==> src/rtl/requant_arbiter.sv <==
// Round-robin front end sharing one fixed-latency requantization datapath between two requesters,
// with a credit-reserved output FIFO. Optional per-requester ReLU clamp: define REQUANT_RELU_EN.
module requant_arbiter #(
    parameter int PIPE_LAT  = 3,
    parameter int OUT_DEPTH = 8
) (
    input  logic               clk,
    input  logic               rst_n,
    input  logic               req0_valid,
    input  logic signed [14:0] req0_val,
    output logic               req0_ready,
    input  logic               req1_valid,
    input  logic signed [14:0] req1_val,
    output logic               req1_ready,
    input  logic               cfg_we,
    input  logic               cfg_sel,
    input  logic signed [15:0] cfg_scale,
    input  logic        [3:0]  cfg_shift,
`ifdef REQUANT_RELU_EN
    input  logic               cfg_relu,
`endif
    output logic signed [14:0] dp_val,
    output logic signed [15:0] dp_scale,
    output logic        [3:0]  dp_shift,
    input  logic signed [15:0] dp_dout,
    output logic               out_valid,
    output logic               out_tag,
    output logic signed [15:0] out_data,
    input  logic               out_ready,
    output logic               busy
);

    localparam int AW = $clog2(OUT_DEPTH);
    localparam int CW = AW + 1;
    localparam int IW = $clog2(PIPE_LAT + 1);
    localparam int SW = ((CW > IW) ? CW : IW) + 1;

    logic signed [15:0] r_scale [2];
    logic        [3:0]  r_shift [2];
    logic               r_rr_pri;
    logic signed [14:0] r_dp_val;
    logic signed [15:0] r_dp_scale;
    logic        [3:0]  r_dp_shift;
    logic [PIPE_LAT-1:0] r_dl_vld;
    logic [PIPE_LAT-1:0] r_dl_tag;
    logic [IW-1:0]      r_inflight;
    logic signed [15:0] r_mem     [OUT_DEPTH];
    logic               r_mem_tag [OUT_DEPTH];
    logic [AW-1:0]      r_wptr;
    logic [AW-1:0]      r_rptr;
    logic [CW-1:0]      r_count;

    logic [SW-1:0]      w_occ;
    logic               w_credit;
    logic               w_gnt0;
    logic               w_gnt1;
    logic               w_issue;
    logic               w_gid;
    logic               w_push;
    logic               w_pop;
    logic               w_full;
    logic signed [15:0] w_push_data;

    // Credit counts words already reserved: buffered plus still in the datapath.
    assign w_occ    = SW'(r_count) + SW'(r_inflight);
    assign w_credit = (w_occ < SW'(OUT_DEPTH));

    // r_rr_pri names the requester that wins the next tie, i.e. the one not served last.
    always_comb begin
        w_gnt0 = 1'b0;
        w_gnt1 = 1'b0;
        if (w_credit) begin
            if (req0_valid && req1_valid) begin
                w_gnt0 = ~r_rr_pri;
                w_gnt1 = r_rr_pri;
            end else begin
                w_gnt0 = req0_valid;
                w_gnt1 = req1_valid;
            end
        end
    end

    assign req0_ready = w_gnt0;
    assign req1_ready = w_gnt1;
    assign w_issue    = w_gnt0 | w_gnt1;
    assign w_gid      = w_gnt1;

    always_ff @(posedge clk or negedge rst_n) begin
        if (!rst_n) begin
            r_scale[0] <= '0;
            r_scale[1] <= '0;
            r_shift[0] <= '0;
            r_shift[1] <= '0;
        end else if (cfg_we) begin
            r_scale[cfg_sel] <= cfg_scale;
            r_shift[cfg_sel] <= cfg_shift;
        end
    end

    // Issue stage: operand registers feed the external datapath.
    always_ff @(posedge clk or negedge rst_n) begin
        if (!rst_n) begin
            r_dp_val   <= '0;
            r_dp_scale <= '0;
            r_dp_shift <= '0;
            r_rr_pri   <= 1'b0;
        end else if (w_issue) begin
            r_dp_val   <= w_gid ? req1_val : req0_val;
            r_dp_scale <= r_scale[w_gid];
            r_dp_shift <= r_shift[w_gid];
            r_rr_pri   <= ~w_gid;
        end
    end

    assign dp_val   = r_dp_val;
    assign dp_scale = r_dp_scale;
    assign dp_shift = r_dp_shift;

    always_ff @(posedge clk or negedge rst_n) begin
        if (!rst_n) begin
            r_dl_vld <= '0;
            r_dl_tag <= '0;
        end else begin
            r_dl_vld[0] <= w_issue;
            r_dl_tag[0] <= w_gid;
            for (int k = 1; k < PIPE_LAT; k++) begin
                r_dl_vld[k] <= r_dl_vld[k-1];
                r_dl_tag[k] <= r_dl_tag[k-1];
            end
        end
    end

`ifdef REQUANT_RELU_EN
    logic [1:0]          r_relu;
    logic [PIPE_LAT-1:0] r_dl_relu;

    always_ff @(posedge clk or negedge rst_n) begin
        if (!rst_n) begin
            r_relu    <= '0;
            r_dl_relu <= '0;
        end else begin
            if (cfg_we) r_relu[cfg_sel] <= cfg_relu;
            r_dl_relu[0] <= w_issue & r_relu[w_gid];
            for (int k = 1; k < PIPE_LAT; k++) begin
                r_dl_relu[k] <= r_dl_relu[k-1];
            end
        end
    end

    assign w_push_data = (r_dl_relu[PIPE_LAT-1] && dp_dout[15]) ? 16'sd0 : dp_dout;
`else
    assign w_push_data = dp_dout;
`endif

    // Return stage: tail of the delay line qualifies dp_dout into the FIFO.
    assign w_push = r_dl_vld[PIPE_LAT-1];
    assign w_pop  = out_valid & out_ready;
    assign w_full = (r_count == CW'(OUT_DEPTH));

    always_ff @(posedge clk or negedge rst_n) begin
        if (!rst_n) begin
            r_inflight <= '0;
        end else begin
            case ({w_issue, w_push})
                2'b10:   r_inflight <= r_inflight + IW'(1);
                2'b01:   r_inflight <= r_inflight - IW'(1);
                default: r_inflight <= r_inflight;
            endcase
        end
    end

    always_ff @(posedge clk) begin
        if (w_push) begin
            r_mem[r_wptr]     <= w_push_data;
            r_mem_tag[r_wptr] <= r_dl_tag[PIPE_LAT-1];
        end
    end

    always_ff @(posedge clk or negedge rst_n) begin
        if (!rst_n) begin
            r_wptr  <= '0;
            r_rptr  <= '0;
            r_count <= '0;
        end else begin
            if (w_push) r_wptr <= r_wptr + AW'(1);
            if (w_pop)  r_rptr <= r_rptr + AW'(1);
            case ({w_push, w_pop})
                2'b10:   r_count <= r_count + CW'(1);
                2'b01:   r_count <= r_count - CW'(1);
                default: r_count <= r_count;
            endcase
        end
    end

`ifndef SYNTHESIS
    always_ff @(posedge clk) begin
        if (rst_n && w_push) begin
            assert (!w_full);
        end
    end
`endif

    assign out_valid = (r_count != '0);
    assign out_data  = out_valid ? r_mem[r_rptr] : 16'sd0;
    assign out_tag   = out_valid ? r_mem_tag[r_rptr] : 1'b0;
    assign busy      = (r_inflight != '0) || (r_count != '0);

endmodule

==> config.mk <==
export PLATFORM = sky130hd
export DESIGN_NAME = requant_arbiter
export DESIGN_NICKNAME = d
export VERILOG_FILES = /design/src/rtl/requant_arbiter.sv
export SDC_FILE = /design/constraint.sdc
export NUM_CORES = 1
export LEC_CHECK = 0
export ABC_AREA = 1
export CELL_PAD_IN_SITES_DETAIL_PLACEMENT = 1
export CELL_PAD_IN_SITES_GLOBAL_PLACEMENT = 2
export CORE_MARGIN = 2
export CORE_UTILIZATION = 37
export CTS_BUF_LIST = sky130_fd_sc_hd__clkbuf_8
export DETAILED_ROUTE_END_ITERATION = 6
export PLACE_DENSITY_LB_ADDON = 0.1
export SLEW_MARGIN = 20
export SYNTH_ARGS = -nofsm -noshare
export SYNTH_HDL_FRONTEND = slang
export SYNTH_SLANG_ARGS = --single-unit
==> constraint.sdc <==
create_clock -name clk -period 2.96 [get_ports clk]
set_input_delay 0.74 -clock clk [delete_from_list [all_inputs] [get_ports clk]]
set_output_delay 0.74 -clock clk [all_outputs]
set_load 0.005 [all_outputs]
After elaboration in Yosys (flattened, before gate mapping)
Memories as Yosys holds them, arrays and structs flattened. Index checks and enable logic that the tools add are counted.

Memories kept: 2. Register bits: 94. Input port bits: 73. Output and inout port bits: 56. Logic and storage cells: 67. Bits in writable memories: 136.

$add $sub $neg: 7. Reductions and logical operators: 7. Mux-type cells: 23. Bitwise gates (word level): 6. Equality and inequality tests: 4. Magnitude comparators: 4.

Memory list: r_mem (depth 8, bits a word 16, read ports 1, clocked after memory_dff 0, wr ports 1, RTL line 47) `logic signed [15:0] r_mem [OUT_DEPTH];`; r_mem_tag (depth 8, bits a word 1, read ports 1, clocked after memory_dff 0, wr ports 1, RTL line 48) `logic r_mem_tag [OUT_DEPTH];`.

Operator list (number): $mux W16 (5); $bwmux W32 (1); $demux W16 S1 (1); $mux W4 (4); $mux W15 (1); $bwmux W8 (1); $pmux W4 S2 (1); $mux W1 (7); $add A3 B1 Y3 const B (2); $reduce_bool A2 Y1 (3); $add A4 B2 Y5 (1); $lt A5 B4 Y1 const B (1); $add A4 B1 Y4 const B (1); $demux W4 S1 (1); $eq A2 B1 Y1 const B (2); $eq A2 B2 Y1 const B (2); $ge A2 B2 Y1 const B (2); $not A1 Y2 (2); $pmux W2 S2 (1); $reduce_bool A4 Y1 (1); $sub A4 B1 Y4 const B (1); $add A2 B1 Y2 const B (1); $logic_and A1 B1 Y1 (2); $lt A2 B1 Y1 const B (1); other kinds (5) (6).

Logic depth before layout (Yosys ltp)
Depth after elaboration: 7. Gate-level depth with buffers: 12. Gate-level depth less buffers: 11.

Least setup slack after synthesis
Ideal clock, no wire load.

Path kind: input to register. Start point: input req1_valid. End point: register r_inflight[1]. Path slack: 0.751 ns. Required time: 2.836 ns. Setup time: 0.124 ns. Stages on the path: 9. Arrival: 2.084 ns. Path through: a21boi_4 nand3_4 nand2_4 inv_4 buf_6 ha_1 a21oi_1 o21ai_0 xnor2_1.

Word-level cells in the longest chain between the ends: 6.

RTL lines: start: declaration (RTL line 12) `input logic req1_valid,`; $logic_and A1 B1 Y1 (RTL line 73) `if (req0_valid && req1_valid) begin`; $mux W1 (RTL line 73); $mux W1 (RTL line 72) `if (w_credit) begin`; $or A1 B1 Y1 * (RTL line 85) `assign w_issue = w_gnt0 | w_gnt1;`; $eq A2 B1 Y1 / $eq A2 B2 Y1 (equally long branches) (RTL line 164) `case ({w_issue, w_push})`; $pmux W2 S2 / $reduce_bool A2 Y1 (equally long branches); end signal: assignment (RTL line 165) `2'b10: r_inflight <= r_inflight + IW'(1);`; end signal: assignment (RTL line 166) `2'b01: r_inflight <= r_inflight - IW'(1);`; end signal: assignment (RTL line 167) `default: r_inflight <= r_inflight;`; end: declaration (RTL line 46) `logic [IW-1:0] r_inflight;`.

Every way passes the cells marked *; elsewhere a longest branch is shown, timed or not. A chain may end at the register's enable or synchronous reset.

Worst setup path in the final report
Start point: register r_rptr[0]. End point: output out_data[0].

Word-level cells in the longest chain between the ends: 2.

RTL lines: start: declaration (RTL line 50) `logic [AW-1:0] r_rptr;`; start signal: assignment (RTL line 186) `if (w_pop) r_rptr <= r_rptr + AW'(1);`; $mem_v2 Z8 W16; $mux W16 (RTL line 204) `assign out_data = out_valid ? r_mem[r_rptr] : 16'sd0;`; end: declaration (RTL line 28) `output logic signed [15:0] out_data,`.

No other way between the ends.

==> impl_metrics.py <==
metrics = {
    "outcome": {
        "status": "finished, violations left",
        "violations": "negative setup slack",
    },
    "worst_setup_path": {
        "end_kind": "primary output",
        "arrival_ns": 2.23,
        "startpoint_type": "register",
        "critPathSlowestCell": "dfrtp_2",
        "cp_data_required_time_ns": 2.22,
        "crit_fanout": 7,
        "crit_top_cell": "nor2_1",
        "critPathKind": "register to primary output",
        "crit_buf_inv": 4,
        "critPathMaxStageDelay_ns": 0.51,
        "crit_family": "buffers and inverters",
        "cp_cell_sequence": "buf_4, clkbuf_16, buf_4, nor2_1, nor2_1, o21ai_0, o211ai_1, nand2_1, nor2_1, dlygate4sd2_1",
    },
    "pwr": {
        "pwr-share-clk": 0.222,
        "internal_power_w": 0.00826,
        "switching_power_w": 0.00468,
        "pwr-share-seq": 0.354,
        "leakagePower_nw": 5.67,
        "ir_drop_uv": 498,
        "power.share.combinational": 0.424,
        "powerDensity_nw_per_um2": 1010,
        "netSwitchingFraction": 0.362,
    },
    "cts": {
        "cts_tree": "yes",
        "clock_latency_ns": 0.52,
        "cts_max_level": 2,
        "hold_buffers": 0,
        "cts_root_buffer": "clkbuf_8",
        "numCtsBuffers": 42,
        "cts.sinks": 230,
        "clock_path_buffers": 3,
        "clk_pin_slew_worst_paths_ns": 0.06,
    },
    "yosys": {
        "syn_avg_cell_area_um2": 10.3,
        "yosysUniqueCellTypes": 31,
        "synth_fa_ha_area_frac": 0.0110,
        "synth_top_family_by_area": "simple AND/OR/NAND/NOR gates",
        "synth_mux_area_frac": 0,
        "synthCells": 954,
        "synthSimpleGateAreaFrac": 0.172,
        "synth-xor-area-share": 0.00716,
        "synth_seq_cells": 230,
        "synth_nets": 1035,
        "ys_seq_area_frac": 0.658,
        "synth_compound_area_frac": 0.0870,
        "yosys_warnings": 0,
        "netlist_area_um2": 9780,
    },
    "floorplan": {
        "die_w_um": 167,
        "rows": 59,
        "io_pins": 129,
        "initial_core_util": 0.376,
        "die_y_um": 167,
        "die_area_um2": 27800,
        "core_area_um2": 26000,
    },
    "final_layout": {
        "syn2layout_area_growth_pct": 31.2,
        "antenna_cells": 0,
        "drive_above_1_share": 0.120,
        "layout_common_cells": "nand2_1, edfxtp_1, nor2_1",
        "layout_commonest_cell": "nand2_1",
        "nFillCells": 2904,
        "nNetsFinal": 1219,
        "design_area_um2": 12800,
    },
    "timing": {
        "fin_crit_ns": 2.97,
        "slew_headroom": 0.522,
        "fmax_mhz": 336,
        "skew_ns": 0.0125,
        "max_slew.worst_pin.slew_ns": 0.715,
        "rsz0062_at_grt": "yes",
        "hold_ws_ns": 0.134,
        "period_share": 1.00,
        "fin_ws_ns": -0.0128,
        "slew_violations": 0,
        "hold_viol": 0,
        "setup_viol": 1,
    },
    "drt": {
        "vias": 7404,
        "wl_mm": 26.6,
        "post_drt_via_cell_ratio": 4.93,
        "drc": 0,
        "antenna_left": 0,
        "routedWlPerCell_um": 17.7,
        "drt-initial-drc-count": 358,
        "drt_pre_antenna_iters": 4,
    },
    "global_routing": {
        "grt_util_all_layers": 0.190,
        "grt_pass1_wl_mm": 41.8,
        "grt_max_degree": 41,
        "antenna_found_initial": 0,
        "grt_pass1_vias": 7630,
        "grt_overflow_total": 0,
    },
    "placement": {
        "dpl_cell_area_um2": 11600,
        "gp_congestion": 0.710,
        "port_buffers": 128,
        "dpl_worst_slack_ns": 0.0478,
        "detailed_place_hpwl_mm": 15.5,
    },
    "flow_run": {
        "drv_cap": 0,
    },
    "worst_hold_path": {
        "hold_path_class": "input port to asynchronous set/reset pin",
    },
}
-- worst paths after layout --
check                      slack (ns)   startpoint           to  cells past startpoint
max                             -0.01    r_rptr[0]  out_data[0]                     10
min                              0.13        rst_n   r_scale[2]                      1
max reg2reg                      0.79   r_count[2]   r_count[3]                     11
min reg2reg                      0.35  r_dl_tag[0]  r_dl_tag[1]                      0
max in group asynchronous        2.21        rst_n  dp_scale[1]                      2
min in group clk                 0.35  r_dl_tag[0]  r_dl_tag[1]                      0
-- layer usage --
metal,vias to the layer above,part of all wire,global-route usage
met3,43,0.050,0.0430
met5,-,0,0
met4,0,0.018,0.0506
met1,3647,0.44,0.252
li1,3562,-,-
met2,152,0.49,0.317
-- cell usage after synthesis --
master	number	share of area
dfrtp_1	94	0.24
inv_4	1	0.00064
nor3_1	1	0.00051
fa_1	1	0.0020
nand3_2	2	0.0020
nand2_4	1	0.0012
nand2_1	186	0.071
inv_2	3	0.0012
nor2_1	130	0.050
a21boi_4	1	0.0019
ha_1	7	0.0090
xnor2_1	5	0.0045
o21bai_1	1	0.00077
clkbuf_1	37	0.014
o22ai_1	17	0.011
nand3_4	1	0.0018
edfxtp_1	136	0.42
nor2_4	1	0.0012
xor2_1	3	0.0027
nor2_8	1	0.0020
o21ai_0	114	0.058
inv_1	104	0.040
buf_2	12	0.0061
or2_2	1	0.00064
a21boi_0	1	0.00077
buf_6	3	0.0035
o211ai_1	17	0.013
nand3_1	35	0.018
o21a_1	1	0.00077
nand4_1	36	0.023
a21oi_1	1	0.00051
-- power by group through the flow --
stage	combinational, W	clock, W	sequential [W]
4_1_cts	0.00532	0.00296	0.00458
2_1_floorplan	0.00270	0	0.00452
5_1_grt	0.00614	0.00310	0.00466
6_report	0.00548	0.00287	0.00459
3_5_place_dp	0.00503	0	0.00461
3_3_place_gp	0.00496	0	0.00459
-- cells by family after synthesis --
logic type                 after synthesis
adders and majority gates                8
xor gates and xnor gates                 8
AOI/OAI and AO/OA                      153
and+or+nand+nor                        395
DFF                                    230
buffers and inverters                  160
-- stage by stage --
step / std cells / total power [W] / setup TNS (ns) / util
4_1_cts: 1486 / 0.0129 / -1.20 / 0.484
3_3_place_gp: 1402 / 0.00955 / 0 / 0.447
5_1_grt: 1503 / 0.0139 / -0.668 / 0.494
6_report: 1503 / 0.0129 / -0.0128 / 0.494
3_5_place_dp: 1402 / 0.00964 / 0 / 0.447
2_1_floorplan: 954 / 0.00723 / 0 / -
-- state kept, by name, summed over array words and instances, names as in the netlist --
register	cells
dp_scale	16
dp_shift	4
dp_val	15
r_count	4
r_dl_tag	3
r_dl_vld	3
r_inflight	2
r_mem	128
r_mem_tag	8
r_rptr	3
r_rr_pri	1
r_scale	32
r_shift	8
r_wptr	3
-- worst register-to-register path: stages (launching register included) --
cell	delay [ns]
dfrtp_1	0.43
nor2_1	0.19
nand3_2	0.10
nand2_1	0.11
inv_1	0.09
ha_1	0.26
ha_1	0.35
nand2_1	0.08
nand2_1	0.06
o21a_1	0.18
o21bai_1	0.15
nand2_1	0.06
-- repair_timing --
action                                  in CTS  in global routing
buffers inserted                             6                 13
gates resized for setup                     21                 25
pin swaps                                    0                  7
endpoints found under the setup margin      18                 15
cloned                                       4                  4
-- cell type report --
| class | count | area, um^2 | area share |
|---|---|---|---|
| timing repair inverter | 1 | 5.00 | 0.000390 |
| sequential | 230 | 6440 | 0.502 |
| timing repair buffer | 191 | 2030 | 0.158 |
| clock buffer | 49 | 674 | 0.0526 |
| tap | 335 | 419 | 0.0327 |
| multi-input combinational | 564 | 2720 | 0.212 |
| inverter | 108 | 417 | 0.0325 |
| clock inverter | 25 | 128 | 0.00995 |
(Power assumes the default switching activity.)
